## config.mk

```make
export PLATFORM = sky130hd
export DESIGN_NAME = stk_ctrl_flat
export DESIGN_NICKNAME = d
export VERILOG_FILES = /design/src/rtl/stk_pkg.sv /design/src/rtl/stk_ctrl_if.sv /design/src/rtl/stk_ctrl_tbl.sv /design/src/rtl/stk_ctrl.sv /design/src/flat_wrapper.sv
export SDC_FILE = /design/constraint.sdc
export NUM_CORES = 1
export LEC_CHECK = 0
export ABC_AREA = 1
export ABC_CLOCK_PERIOD_IN_PS = 3700
export CORE_ASPECT_RATIO = 0.9
export CORE_MARGIN = 4
export CORE_UTILIZATION = 49
export CTS_CLUSTER_DIAMETER = 80
export DETAILED_ROUTE_END_ITERATION = 10
export GPL_ROUTABILITY_DRIVEN = 0
export GPL_TIMING_DRIVEN = 0
export PLACE_DENSITY = 0.91
export SYNTH_ARGS = -nofsm -noshare
export SYNTH_HDL_FRONTEND = slang
export SYNTH_HIERARCHICAL = 1
export SYNTH_SLANG_ARGS = --single-unit
```

## constraint.sdc

```tcl
create_clock -name clk -period 3.7 [get_ports clk]
set_input_delay 0.37 -clock clk [delete_from_list [all_inputs] [get_ports clk]]
set_output_delay 0.37 -clock clk [all_outputs]
set_load 0.01 [all_outputs]
```

## src/rtl/stk_pkg.sv

```systemverilog
// Shared stack SRAM geometry, command encoding and controller types.
// Used by stk_ctrl and its sub-blocks; see stk_ctrl.sv for STK_CTRL_OCC_EN.
package stk_pkg;

  localparam int BANKS_N        = 2;
  localparam int C_BANK_LINES_N = 4;
  localparam int PTR_W          = 3;
  localparam int ENGID_W        = 2;
  localparam int ENG_N          = 1 << ENGID_W;
  localparam int OPCODE_W       = 2;
  localparam int DAT_W          = 32;

  typedef logic [PTR_W-1:0]   ptr_t;
  typedef logic [PTR_W:0]     cnt_t;
  typedef logic [ENGID_W-1:0] engid_t;

  typedef enum logic [OPCODE_W-1:0] {
    OP_NOP  = 2'd0,
    OP_PUSH = 2'd1,
    OP_POP  = 2'd2,
    OP_INV  = 2'd3
  } opcode_t;

  typedef enum logic [1:0] {
    ST_INIT,
    ST_IDLE,
    ST_EXEC
  } stk_ctrl_state_t;

  // Line layout at the default data width: payload in the MSBs, link in the LSBs.
  typedef struct packed {
    logic [DAT_W-1:0] dat;
    ptr_t             nxt;
  } line_t;

  function automatic ptr_t ptr_wrap_inc(input ptr_t p, input int unsigned lines_n);
    return (p == ptr_t'(lines_n - 1)) ? '0 : p + ptr_t'(1);
  endfunction

endpackage

```

## src/rtl/stk_ctrl_if.sv

```systemverilog
// Command/response handshake plus single-port SRAM bus of the stack controller.
// slave = controller view, master = arbiter + SRAM view.
interface stk_ctrl_if #(parameter int W = 32);
  import stk_pkg::*;

  logic                 cmd_vld;
  logic                 cmd_rdy;
  opcode_t              cmd_opcode;
  engid_t               cmd_engid;
  logic [W-1:0]         cmd_dat;

  logic                 rsp_vld;
  engid_t               rsp_engid;
  logic [W-1:0]         rsp_dat;
  logic                 rsp_err;

  logic                 mem_en;
  logic                 mem_wen;
  ptr_t                 mem_addr;
  logic [W+PTR_W-1:0]   mem_wdat;
  logic [W+PTR_W-1:0]   mem_rdat;

  modport slave (
    input  cmd_vld, cmd_opcode, cmd_engid, cmd_dat, mem_rdat,
    output cmd_rdy, rsp_vld, rsp_engid, rsp_dat, rsp_err,
           mem_en, mem_wen, mem_addr, mem_wdat
  );

  modport master (
    output cmd_vld, cmd_opcode, cmd_engid, cmd_dat, mem_rdat,
    input  cmd_rdy, rsp_vld, rsp_engid, rsp_dat, rsp_err,
           mem_en, mem_wen, mem_addr, mem_wdat
  );

endinterface

```

## src/rtl/stk_ctrl_tbl.sv

```systemverilog
// Per-engine stack head/count register file: one async read port, one write port.
// STK_CTRL_OCC_EN adds a count-only observation port.
module stk_ctrl_tbl
  import stk_pkg::*;
(
  input  logic   clk,
  input  logic   arst,
  input  engid_t rd_eng,
  output ptr_t   rd_head,
  output cnt_t   rd_cnt,
  input  logic   wr_en,
  input  engid_t wr_eng,
  input  ptr_t   wr_head,
  input  cnt_t   wr_cnt
`ifdef STK_CTRL_OCC_EN
  ,
  input  engid_t occ_eng,
  output cnt_t   occ_cnt
`endif
);

  ptr_t head [ENG_N];
  cnt_t cnt  [ENG_N];

  // NOTE: this array is small and its counts define stack emptiness, so every
  // entry is reset; large data memories should not be reset this way.
  always_ff @(posedge clk or posedge arst) begin
    if (arst) begin
      for (int i = 0; i < ENG_N; i++) begin
        head[i] <= '0;
        cnt[i]  <= '0;
      end
    end else if (wr_en) begin
      head[wr_eng] <= wr_head;
      cnt[wr_eng]  <= wr_cnt;
    end
  end

  assign rd_head = head[rd_eng];
  assign rd_cnt  = cnt[rd_eng];

`ifdef STK_CTRL_OCC_EN
  assign occ_cnt = cnt[occ_eng];
`endif

endmodule

```

## src/rtl/stk_ctrl.sv

```systemverilog
// Linked-list LIFO per engine plus a hardware free list in one single-port SRAM.
// Optional STK_CTRL_OCC_EN exposes per-engine occupancy and the free count.
module stk_ctrl
  import stk_pkg::*;
#(
  parameter int W       = 32,
  parameter int LINES_N = BANKS_N * C_BANK_LINES_N
) (
  input  logic        clk,
  input  logic        arst,
  stk_ctrl_if.slave   bus
`ifdef STK_CTRL_OCC_EN
  ,
  input  engid_t      occ_engid,
  output cnt_t        occ_cnt,
  output cnt_t        free_cnt_o
`endif
);

  typedef struct packed {
    logic [W-1:0] dat;
    ptr_t         nxt;
  } mline_t;

  stk_ctrl_state_t state;
  ptr_t            init_idx;
  ptr_t            free_hd;
  cnt_t            free_cnt;
  opcode_t         op_q;
  engid_t          eng_q;
  logic [W-1:0]    dat_q;

  logic            rdy;
  logic            rsp_vld;
  logic            rsp_err;
  engid_t          rsp_engid;
  logic [W-1:0]    rsp_dat;

  engid_t          rd_eng;
  ptr_t            rd_head;
  cnt_t            rd_cnt;
  logic            wr_en;
  ptr_t            wr_head;
  cnt_t            wr_cnt;

  logic            hs;
  logic            cmd_ok;
  logic            mem_en;
  logic            mem_wen;
  ptr_t            mem_addr;
  mline_t          wline;
  mline_t          rdat;

  assign rdat = mline_t'(bus.mem_rdat);
  assign hs   = bus.cmd_vld & rdy;

  stk_ctrl_tbl u_tbl (
    .clk     (clk),
    .arst    (arst),
    .rd_eng  (rd_eng),
    .rd_head (rd_head),
    .rd_cnt  (rd_cnt),
    .wr_en   (wr_en),
    .wr_eng  (eng_q),
    .wr_head (wr_head),
    .wr_cnt  (wr_cnt)
`ifdef STK_CTRL_OCC_EN
    ,
    .occ_eng (occ_engid),
    .occ_cnt (occ_cnt)
`endif
  );

  // NOTE: every signal assigned here gets a default first, so no path can
  // leave it unassigned and infer a latch.
  always_comb begin
    rd_eng  = (state == ST_EXEC) ? eng_q : bus.cmd_engid;
    cmd_ok  = 1'b0;
    case (bus.cmd_opcode)
      OP_PUSH: cmd_ok = (free_cnt != '0);
      OP_POP:  cmd_ok = (rd_cnt != '0);
      default: cmd_ok = 1'b0;
    endcase

    wr_en   = (state == ST_EXEC);
    wr_head = (op_q == OP_PUSH) ? free_hd : rdat.nxt;
    wr_cnt  = (op_q == OP_PUSH) ? rd_cnt + cnt_t'(1) : rd_cnt - cnt_t'(1);
  end

  // SRAM port: INIT links the free list, IDLE issues the read, EXEC writes back.
  always_comb begin
    mem_en   = 1'b0;
    mem_wen  = 1'b0;
    mem_addr = '0;
    wline    = '0;
    case (state)
      ST_INIT: begin
        mem_en    = 1'b1;
        mem_wen   = 1'b1;
        mem_addr  = init_idx;
        wline.nxt = ptr_wrap_inc(init_idx, LINES_N);
      end
      ST_IDLE: begin
        if (hs && cmd_ok) begin
          mem_en   = 1'b1;
          mem_addr = (bus.cmd_opcode == OP_PUSH) ? free_hd : rd_head;
        end
      end
      ST_EXEC: begin
        mem_en  = 1'b1;
        mem_wen = 1'b1;
        if (op_q == OP_PUSH) begin
          mem_addr  = free_hd;
          wline.dat = dat_q;
          wline.nxt = rd_head;
        end else begin
          mem_addr  = rd_head;
          wline.nxt = free_hd;
        end
      end
      default: ;
    endcase
  end

  // Strobes are held off while reset is asserted even though the FSM sits in INIT.
  assign bus.mem_en   = mem_en & ~arst;
  assign bus.mem_wen  = mem_wen & ~arst;
  assign bus.mem_addr = mem_addr;
  assign bus.mem_wdat = wline;

  // NOTE: all state here is sequential and uses non-blocking assignments so
  // every register samples pre-edge values regardless of statement order.
  always_ff @(posedge clk or posedge arst) begin
    if (arst) begin
      state     <= ST_INIT;
      init_idx  <= '0;
      free_hd   <= '0;
      free_cnt  <= '0;
      op_q      <= OP_NOP;
      eng_q     <= '0;
      dat_q     <= '0;
      rdy       <= 1'b0;
      rsp_vld   <= 1'b0;
      rsp_err   <= 1'b0;
      rsp_engid <= '0;
      rsp_dat   <= '0;
    end else begin
      rsp_vld <= 1'b0;
      rsp_err <= 1'b0;
      rsp_dat <= '0;
      case (state)
        ST_INIT: begin
          if (init_idx == ptr_t'(LINES_N - 1)) begin
            free_hd  <= '0;
            free_cnt <= cnt_t'(LINES_N);
            rdy      <= 1'b1;
            state    <= ST_IDLE;
          end else begin
            init_idx <= init_idx + ptr_t'(1);
          end
        end
        ST_IDLE: begin
          if (hs) begin
            if (cmd_ok) begin
              op_q  <= bus.cmd_opcode;
              eng_q <= bus.cmd_engid;
              dat_q <= bus.cmd_dat;
              rdy   <= 1'b0;
              state <= ST_EXEC;
            end else if (bus.cmd_opcode != OP_NOP) begin
              rsp_vld   <= 1'b1;
              rsp_err   <= 1'b1;
              rsp_engid <= bus.cmd_engid;
            end
          end
        end
        ST_EXEC: begin
          if (op_q == OP_PUSH) begin
            free_hd  <= rdat.nxt;
            free_cnt <= free_cnt - cnt_t'(1);
          end else begin
            free_hd  <= rd_head;
            free_cnt <= free_cnt + cnt_t'(1);
            rsp_dat  <= rdat.dat;
          end
          rsp_vld   <= 1'b1;
          rsp_engid <= eng_q;
          rdy       <= 1'b1;
          state     <= ST_IDLE;
        end
        default: state <= ST_INIT;
      endcase
    end
  end

  assign bus.cmd_rdy   = rdy;
  assign bus.rsp_vld   = rsp_vld;
  assign bus.rsp_err   = rsp_err;
  assign bus.rsp_engid = rsp_engid;
  assign bus.rsp_dat   = rsp_dat;

`ifdef STK_CTRL_OCC_EN
  assign free_cnt_o = free_cnt;
`endif

endmodule
```

## src/flat_wrapper.sv

```systemverilog
// flat-port wrapper written by rule: the top's interface ports become plain ports
module stk_ctrl_flat import stk_pkg::*;
#(
  parameter int W       = 32,
  parameter int LINES_N = BANKS_N * C_BANK_LINES_N
)
  (clk, arst, bus_cmd_vld, bus_cmd_opcode, bus_cmd_engid, bus_cmd_dat, bus_mem_rdat, bus_cmd_rdy, bus_rsp_vld, bus_rsp_engid, bus_rsp_dat, bus_rsp_err, bus_mem_en, bus_mem_wen, bus_mem_addr, bus_mem_wdat);
  stk_ctrl_if #(.W(W)) bus_i ();
  input  logic clk;
  input  logic arst;
  input wire logic [$bits(bus_i.cmd_vld)-1:0] bus_cmd_vld;
  input wire logic [$bits(bus_i.cmd_opcode)-1:0] bus_cmd_opcode;
  input wire logic [$bits(bus_i.cmd_engid)-1:0] bus_cmd_engid;
  input wire logic [$bits(bus_i.cmd_dat)-1:0] bus_cmd_dat;
  input wire logic [$bits(bus_i.mem_rdat)-1:0] bus_mem_rdat;
  output wire logic [$bits(bus_i.cmd_rdy)-1:0] bus_cmd_rdy;
  output wire logic [$bits(bus_i.rsp_vld)-1:0] bus_rsp_vld;
  output wire logic [$bits(bus_i.rsp_engid)-1:0] bus_rsp_engid;
  output wire logic [$bits(bus_i.rsp_dat)-1:0] bus_rsp_dat;
  output wire logic [$bits(bus_i.rsp_err)-1:0] bus_rsp_err;
  output wire logic [$bits(bus_i.mem_en)-1:0] bus_mem_en;
  output wire logic [$bits(bus_i.mem_wen)-1:0] bus_mem_wen;
  output wire logic [$bits(bus_i.mem_addr)-1:0] bus_mem_addr;
  output wire logic [$bits(bus_i.mem_wdat)-1:0] bus_mem_wdat;
  assign bus_i.cmd_vld = bus_cmd_vld;
  assign bus_i.cmd_opcode = bus_cmd_opcode;
  assign bus_i.cmd_engid = bus_cmd_engid;
  assign bus_i.cmd_dat = bus_cmd_dat;
  assign bus_i.mem_rdat = bus_mem_rdat;
  assign bus_cmd_rdy = bus_i.cmd_rdy;
  assign bus_rsp_vld = bus_i.rsp_vld;
  assign bus_rsp_engid = bus_i.rsp_engid;
  assign bus_rsp_dat = bus_i.rsp_dat;
  assign bus_rsp_err = bus_i.rsp_err;
  assign bus_mem_en = bus_i.mem_en;
  assign bus_mem_wen = bus_i.mem_wen;
  assign bus_mem_addr = bus_i.mem_addr;
  assign bus_mem_wdat = bus_i.mem_wdat;
  stk_ctrl #(.W(W), .LINES_N(LINES_N)) u_core (.clk(clk), .arst(arst), .bus(bus_i));
endmodule
```

After elaboration in Yosys (flattened, before gate mapping)
Cells that the tools add are included.
{ "totals": {"ff_bits": 113, "out_inout_bits": 77, "elab_cells": 115} }
{ "op_classes": {"n_addsub": 5, "order_cmp": 3, "eq_ne": 11, "n_mux": 53, "bitwise_logic": 7, "n_reduce_logical": 16} }
{ "ops": {"columns": ["operator", "count"], "rows": [
  ["32-bit two-way mux", 4],
  ["3-bit two-way mux", 11],
  ["4-bit two-way mux", 6],
  ["16-bit bitwise mux", 1],
  ["2-bit two-way mux", 7],
  ["12-bit bitwise mux", 1],
  ["3-bit case mux with 2 select lines", 2],
  ["1-bit two-way mux", 9],
  ["3-bit case mux with 3 select lines", 1],
  ["4-bit by 1-bit adder with 4-bit output, second input constant", 2],
  ["4-bit binary-select mux with 2-bit select", 1],
  ["4-bit demux with 2-bit select", 1],
  ["2-bit by 1-bit != test with 1-bit output, second input constant", 4],
  ["4-bit case mux with 2 select lines", 1],
  ["4-bit AND reduction", 2],
  ["4-bit nonzero test", 2],
  ["4-bit by 1-bit subtractor with 4-bit output, second input constant", 2],
  ["3-bit binary-select mux with 2-bit select", 1],
  ["3-bit demux with 2-bit select", 1],
  ["2-bit by 1-bit == test with 1-bit output, second input constant", 3],
  ["3-bit >= comparator, second input constant", 2],
  ["2-bit NOT with 3-bit output", 2],
  ["1-bit case mux with 2 select lines", 3],
  ["2-bit case mux with 3 select lines", 1],
  ["16 further kinds", 25]
]} }

Logic depth before layout (Yosys ltp)
Gate-level depths: netlist of run 1.
{ "depth": {"word_depth": 12, "ltp_mapped": 21, "mapped_depth_nobuf": 18} }

Modules after synthesis
Netlist of run 1, hierarchy kept.
{ "modules_own_cells": {"columns": ["module", "instances", "cells_per_inst", "area_per_inst_um2"], "rows": [
  ["stk_ctrl", 1, 470, 4086.4],
  ["stk_ctrl_tbl", 1, 209, 1584.0]
]} }

Least setup slack after synthesis of run 1
Ideal clock, no wire load.
{ "synth_path": {"path_type": "register -> output", "startpoint": "reg u_core.state[0]", "endpoint": "out bus_mem_addr[1]", "t_arrival_ns": 2.701, "required_ns": 3.330, "setup_slack_ns": 0.629, "path_stages_with_launch": 19, "path_buffers": 2, "cell_sequence": "dfrtp_1 -> inv_1 -> ha_1 -> clkbuf_1 -> inv_1 -> o21ai_0 -> inv_2 -> buf_6 -> nand2_1 -> nand3_1 -> nand2_1 -> nor2_1 -> nand2_1 -> nand2_1 -> nand2_2 -> nand4_4 -> nor2_1 -> nor2_1 -> nor2_1"} }
{ "synth_between": {"elab_chain_len": 11} }
{ "synth_lines": {"columns": ["element", "line", "rtl"], "rows": [
  ["start: declaration", "stk_ctrl.sv:25", "stk_ctrl_state_t state;"],
  ["start signal: assignment", "stk_ctrl.sv:135", "state <= ST_INIT;"],
  ["start signal: assignment", "stk_ctrl.sv:157", "state <= ST_IDLE;"],
  ["start signal: assignment", "stk_ctrl.sv:169", "state <= ST_EXEC;"],
  ["2-bit == test", null, null],
  ["named net u_core.wr_en", "stk_ctrl.sv:42", "logic wr_en;"],
  ["2-bit two-way mux", "stk_ctrl.sv:77", "rd_eng = (state == ST_EXEC) ? eng_q : bus.cmd_engid;"],
  ["named net u_core.rd_eng[0]", "stk_ctrl.sv:39", "engid_t rd_eng;"],
  ["2-bit NOT with 3-bit output (not written as such)", "stk_ctrl_tbl.sv:40", "assign rd_cnt = cnt[rd_eng];"],
  ["4-bit binary-select mux with 2-bit select", "stk_ctrl_tbl.sv:40", null],
  ["4-bit two-way mux (not written as such) (2 in series)", "stk_ctrl_tbl.sv:40", null],
  ["named net u_core.rd_cnt[0]", "stk_ctrl.sv:41", "cnt_t rd_cnt;"],
  ["4-bit nonzero test", "stk_ctrl.sv:81", "OP_POP: cmd_ok = (rd_cnt != '0);"],
  ["1-bit case mux with 2 select lines", "stk_ctrl.sv:79", "case (bus.cmd_opcode)"],
  ["1-bit logical AND", "stk_ctrl.sv:104", "if (hs && cmd_ok) begin"],
  ["3-bit two-way mux", "stk_ctrl.sv:104", null],
  ["3-bit case mux with 3 select lines", "stk_ctrl.sv:96", "case (state)"],
  ["end: declaration", "flat_wrapper.sv:23", "output wire logic [$bits(bus_i.mem_addr)-1:0] bus_mem_addr;"]
]} }
The timed path passes the listed nets, and every way through them passes these cells. The select of a mux whose other input is x is not followed.

Final worst setup path of run 1
{ "layout_path": {"startpoint": "reg u_core.state[0]", "endpoint": "out bus_mem_addr[2]"} }
Same word-level chain as after synthesis.

==> flow_metrics.py, run 1 <==
metrics = {
    "finish": {
        "design_area_sq_um": 8040,
        "area_growth_pct": 41.7,
        "fin_cells": 1016,
        "diodes": 0,
        "layout-drive-gt1-share": 0.140,
        "finalNetCount": 941,
        "post-route-util": 0.725,
    },
    "placed_design": {
        "hpwlAfterDp_microns": 11000,
        "numPortBuffers": 150,
        "place_inst": 982,
        "pre_cts_ws_ns": -0.692,
        "postPlaceCellArea_sq_um": 7390,
    },
    "die": {
        "ios": 151,
        "core_area_sq_um": 11100,
        "start_util": 0.512,
        "die_area_sq_um": 13400,
        "die_h_microns": 110,
        "die_w_microns": 121,
        "row_count": 36,
    },
    "logic_synthesis": {
        "avgSynthCellArea_sq_um": 8.35,
        "ys_types": 38,
        "synth_area_leaders": "dfrtp_1 (50%), nand2_1 (9.7%), inv_1 (8.5%), nor2_1 (5.9%), o21ai_2 (3.6%)",
        "synth_enable_flop_cells": 0,
        "synth_top_cell_by_area": "dfrtp_1",
        "synth_area_sq_um": 5670,
        "synth_seq_cells": 113,
        "synth_commonest_cells": "nand2_1 (146), inv_1 (128), dfrtp_1 (113)",
        "yosysSeqAreaShare": 0.499,
        "syn_nets": 769,
        "yosys_warnings": 6,
        "ys_async_sr_fraction": 1.00,
        "yosys_most_used_dff": "dfrtp_1",
        "synth_top_cell_area_share": 0.499,
        "synthCells": 679,
        "yosysMostFrequentCell": "nand2_1",
    },
    "critical_path": {
        "cp_slowest_stage_delay_ns": 0.37,
        "arrival_ns": 3.11,
        "path_common_cell": "nor2_1",
        "critPathCaptureType": "output pin",
        "path_cells": "inv_1 -> ha_4 -> inv_2 -> o21ai_1 -> buf_2 -> inv_2 -> nand3_1 -> nand2_1 -> nor2_1 -> nand2_1 -> nand2_1 -> nand2_2 -> nand4_4 -> nor2_1 -> nor2_1 -> nor2_1 -> dlymetal6s2s_1",
        "cp_slowest_cell": "dfrtp_1",
        "critPathRequiredTime_ns": 3.33,
        "path_class": "reg -> out",
        "critical_path.max_fanout": 9,
        "crit_path_start_kind": "flip-flop",
    },
    "drt": {
        "drt_pass1_iterations": 5,
        "finalWirelength_microns": 17600,
        "ant_nets": 0,
        "routedWlPerCell_microns": 17.4,
        "drtIter0Drc": 683,
        "drc_errors": 0,
        "vias_per_cell": 5.26,
        "vias": 5340,
    },
    "power_and_ir_drop": {
        "clkPwrFrac": 0.302,
        "finalPower_mw": 5.37,
        "p_comb_frac": 0.358,
        "peakVddDrop_uv": 514,
        "powerDensity_nw_per_um2": 669,
        "leakagePower_nw": 4.09,
        "switching_share": 0.372,
        "power_frac_seq": 0.340,
        "power.switching_mw": 2.00,
        "internal_power_mw": 3.37,
    },
    "job": {
        "cap_violations": 0,
    },
    "status": {
        "status": "finished clean",
    },
    "timing": {
        "hold_viol_final": 0,
        "relSlewSlack": 0.298,
        "rsz0062_at_grt": "false",
        "tightest_slew_ns": 1.05,
        "fmax_mhz": 287,
        "setup_viol": 0,
        "worst_slack_ns": 0.221,
        "finalCritPeriodShare": 0.940,
        "drv_slew": 0,
        "fin_skew_ns": 0.00914,
        "timing.hold.ws_ns": 0.355,
        "min_period_ns": 3.48,
        "setup_tns_ns": 0,
    },
    "clocking": {
        "cts_made_buffers": 17,
        "cts_max_level": 4,
        "path_clk_slew_ns": 0.05,
        "cts_root_buf": "clkbuf_16",
        "cts_tree": "done",
        "cts.sinks": 113,
        "clockBufferDepth": 2,
        "clkLatencyLatePin_ns": 0.41,
    },
    "global_route": {
        "grt_usage": 0.272,
        "grt_pass1_vias": 5650,
        "overflow": 0,
        "antenna_found_initial": 0,
        "grt_pass1_wl_microns": 27900,
        "grt_max_degree": 75,
    },
    "worst_hold_path": {
        "hp-class": "in -> async",
    },
}
worst max-delay path: cells and delay by family (launching register included):
family / cells / cell delay, ns
simple gates: 10 / 1.07
buf+inv: 5 / 0.78
flops: 1 / 0.37
compound gates: 1 / 0.24
fa+ha+maj: 1 / 0.23
cells by family after synthesis:
kind of cell,Yosys count,share of synthesized area
adder cells (fa/ha/maj),16,0.0380
AND/OR/NAND/NOR,310,0.242
AO/OA/AOI/OAI,74,0.0850
flip-flops,113,0.499
buffers and inverters,161,0.129
XOR/XNOR,5,0.00772
flip-flops by register name (all words and copies together), names as in the netlist:
register and cells:
u_core/bus.cmd_rdy 1, u_core/bus.rsp_dat 32, u_core/bus.rsp_engid 2, u_core/bus.rsp_err 1, u_core/bus.rsp_vld 1, u_core/dat_q 32, u_core/eng_q 2, u_core/free_cnt 4
u_core/free_hd 3, u_core/init_idx 3, u_core/op_q 2, u_core/state 2, u_core/u_tbl/cnt 16, u_core/u_tbl/head 12
routing by layer:
metal  wire length, microns  track usage
met1                   6260        0.305
met2                   8990        0.476
met3                   1720       0.0918
met4                    676        0.116
met5                      0            0
placed cells by master (no fill, tap or decap), types with 6 or more instances in the layout:
master and instances:
buf_2 6, inv_1 125, ha_1 13, nand4_1 24
buf_4 10, o21ai_2 23, dfrtp_1 112, nand2_2 20
nand3_1 19, clkbuf_16 17, o21ai_0 30, a21oi_1 6
nand2_1 146, clkdlybuf4s50_1 146, nor2_1 89
repair_timing:
item,4_1_cts,5_1_grt
setup endpoints to repair,50,4
pin swaps,1,0
buffers inserted,3,0
resized for setup,9,4
hold endpoints to repair,0,0
hold buffers,0,0
worst paths after layout:
path	from	to	slack (ns)	cells past startpoint
setup / recovery	u_core/state[0]$_DFFE_PP0P_	bus_mem_addr[2]	0.22	17
hold / removal	arst	u_core/free_hd[2]$_DFFE_PP0P_	0.35	2
setup reg to reg	u_core/state[0]$_DFFE_PP0P_	u_core/u_tbl/cnt[3]$_DFFE_PP0P_	0.63	14
hold reg to reg	u_core/u_tbl/cnt[5]$_DFFE_PP0P_	u_core/u_tbl/cnt[5]$_DFFE_PP0P_	0.48	2
max in group asynchronous	arst	u_core/u_tbl/cnt[5]$_DFFE_PP0P_	2.34	2
min in group clk	bus_mem_rdat[22]	u_core/bus.rsp_dat[19]$_DFF_PP0_	0.47	3
power by group through the flow:
| stage | clock (mW) | sequential (mW) | combinational, mW |
|---|---|---|---|
| 3_5_place_dp | 0 | 1.83 | 1.77 |
| 5_1_grt | 1.70 | 1.87 | 2.11 |
| 3_3_place_gp | 0 | 1.81 | 1.69 |
| 6_report | 1.62 | 1.83 | 1.92 |
| 4_1_cts | 1.63 | 1.82 | 1.87 |
| 2_1_floorplan | 0 | 1.81 | 1.21 |
final cells by class:
cell class              instances  area (sq um)
inverters                     134           513
fillers                       708          3040
multi-input cells             405          2130
plain buffers                  26           218
clock buffers                  20           457
repair buffers                154          1560
clock inverters                12           134
well taps                     152           190
flip-flops and latches        113          2830
(Power assumes the default switching activity.)
==> run 2, diff against run 1 <==
--- a/config.mk
+++ b/config.mk
@@ -10,7 +10,7 @@
 export CORE_ASPECT_RATIO = 0.9
 export CORE_MARGIN = 4
 export CORE_UTILIZATION = 49
-export CTS_CLUSTER_DIAMETER = 80
+export CTS_BUF_LIST = sky130_fd_sc_hd__clkbuf_16
 export DETAILED_ROUTE_END_ITERATION = 10
 export GPL_ROUTABILITY_DRIVEN = 0
 export GPL_TIMING_DRIVEN = 0
==> flow_metrics.py, run 2 (synthesis results as in run 1) <==
metrics = {
    "global_route": {
        "grt_max_degree": 75,
        "grt_pass1_wl_microns": 27400,
        "grt_usage": 0.265,
        "antenna_found_initial": 0,
        "overflow": 0,
        "grt_pass1_vias": 5551,
    },
    "finish": {
        "layout_common_cells": "clkdlybuf4s50_1 (146), nand2_1 (146), inv_1 (126)",
        "reg_top3": "u_core/bus.rsp_dat (32), u_core/dat_q (32), u_core/u_tbl/cnt (16)",
        "finalNetCount": 941,
        "area_growth_pct": 41.4,
        "post-route-util": 0.723,
        "diodes": 0,
        "layout-drive-gt1-share": 0.138,
        "design_area_sq_um": 8020,
    },
    "critical_path": {
        "path_class": "reg -> out",
        "path_buf_inv": 5,
        "cp_slowest_cell": "dfrtp_1",
        "critPathRequiredTime_ns": 3.33,
        "reg2reg_from": "u_core/state[0]$_DFFE_PP0P_",
        "cp_top_family": "simple AND/OR/NAND/NOR gates",
        "path_common_cell": "nor2_1",
        "critical_path.max_fanout": 9,
        "r2r_setup_slack_ns": 0.71,
        "r2r_end": "u_core/u_tbl/cnt[3]$_DFFE_PP0P_",
        "path_cells": "inv_1 -> ha_4 -> inv_2 -> o21ai_1 -> buf_2 -> inv_2 -> nand3_1 -> nand2_1 -> nor2_1 -> nand2_1 -> nand2_1 -> nand2_2 -> nand4_4 -> nor2_1 -> nor2_1 -> nor2_1 -> dlymetal6s2s_1",
        "arrival_ns": 3.02,
        "cp_slowest_stage_delay_ns": 0.37,
        "r2r_cells": 14,
        "critPathCaptureType": "output pin",
        "crit_path_start_kind": "flip-flop",
        "cp.depth": 17,
    },
    "power_and_ir_drop": {
        "finalPower_mw": 5.32,
        "switching_share": 0.374,
        "clkPwrFrac": 0.298,
        "powerDensity_nw_per_um2": 663,
        "p_comb_frac": 0.358,
        "power_frac_seq": 0.344,
        "peakVddDrop_uv": 518,
        "power.switching_mw": 1.99,
        "leakagePower_nw": 4.09,
        "internal_power_mw": 3.33,
    },
    "die": {
        "die_w_microns": 121,
        "die_area_sq_um": 13400,
        "core_area_sq_um": 11100,
        "start_util": 0.512,
        "ios": 151,
        "row_count": 36,
        "die_h_microns": 110,
    },
    "drt": {
        "drc_errors": 0,
        "drtIter0Drc": 649,
        "drt_pass1_iterations": 6,
        "vias": 5288,
        "finalWirelength_microns": 17300,
        "routedWlPerCell_microns": 17.0,
        "vias_per_cell": 5.20,
        "ant_nets": 0,
    },
    "timing": {
        "finalCritPeriodShare": 0.917,
        "relSlewSlack": 0.290,
        "setup_tns_ns": 0,
        "drv_slew": 0,
        "rsz0062_at_grt": "false",
        "fin_skew_ns": 0.0113,
        "setup_viol": 0,
        "fmax_mhz": 295,
        "tightest_slew_ns": 1.06,
        "hold_viol_final": 0,
        "min_period_ns": 3.39,
    },
    "status": {
        "status": "finished clean",
    },
    "placed_design": {
        "numPortBuffers": 150,
        "hpwlAfterDp_microns": 11000,
        "postPlaceCellArea_sq_um": 7390,
    },
    "clocking": {
        "cts_root_buf": "clkbuf_16",
        "cts.sinks": 113,
        "clockBufferDepth": 2,
        "cts_max_level": 4,
        "cts_tree": "done",
        "cts_made_buffers": 17,
        "path_clk_slew_ns": 0.05,
        "clkLatencyLatePin_ns": 0.42,
    },
    "worst_hold_path": {
        "hp-class": "in -> async",
    },
    "job": {
        "cap_violations": 0,
    },
}
-- run 2: cell types whose count changed in the layout (fill, tap and decap cells not counted), sizes merged --
cell and change:
clkinv +2, clkbuf -3, inv +1
-- run 2: how the worst max path moves through the flow --
stage,startpoint,end,slack (ns)
global placement,u_core/state[0]$_DFFE_PP0P_,bus_mem_addr[2],-0.57
detailed placement,u_core/state[0]$_DFFE_PP0P_,bus_mem_addr[0],-0.69
global route,u_core/state[0]$_DFFE_PP0P_,bus_mem_addr[1],0.11
finish,u_core/state[0]$_DFFE_PP0P_,bus_mem_addr[2],0.31
CTS,u_core/state[1]$_DFFE_PP0P_,bus_mem_addr[2],0.002
floorplan,u_core/state[0]$_DFFE_PP0P_,bus_mem_addr[1],0.63
-- run 2: metal layers --
layer  track usage  vias to the layer above  share of wire
li1              -                     2420              -
met2         0.465                      310           0.51
met5             0                        -              0
met4        0.0976                        0          0.036
met3        0.0964                       64          0.097
met1         0.299                     2494           0.36
-- run 2: per-stage QoR --
stage,hold slack [ns],setup WS (ns),cells
2_1_floorplan,0.435,0.629,679
3_3_place_gp,0.455,-0.570,981
3_5_place_dp,0.460,-0.692,982
4_1_cts,0.347,0.00234,1016
5_1_grt,0.377,0.112,1016
6_report,0.347,0.309,1016
-- run 2: power groups by stage --
stage,combinational (mW),clock (mW),sequential (mW)
2_1_floorplan,1.21,0,1.81
3_3_place_gp,1.69,0,1.81
3_5_place_dp,1.77,0,1.83
4_1_cts,1.87,1.59,1.82
5_1_grt,2.09,1.65,1.87
6_report,1.91,1.58,1.83
-- run 2: final cells by class --
| type | instances | area (sq um) |
|---|---|---|
| sequential | 113 | 2830 |
| timing repair buffer | 154 | 1560 |
| inverter | 134 | 513 |
| clock inverter | 15 | 145 |
| clock buffer | 17 | 425 |
| fill | 732 | 3060 |
| tap | 152 | 190 |
| buffer | 26 | 218 |
| multi-input combinational | 405 | 2130 |
-- run 2: timing repair --
| action | CTS | global route |
|---|---|---|
| setup endpoints to repair | 49 | 4 |
| pin swaps | 1 | 0 |
| buffers inserted | 3 | 0 |
| hold buffers | 0 | 0 |
| endpoints found under the hold margin | 0 | 0 |
| gates resized for setup | 8 | 5 |
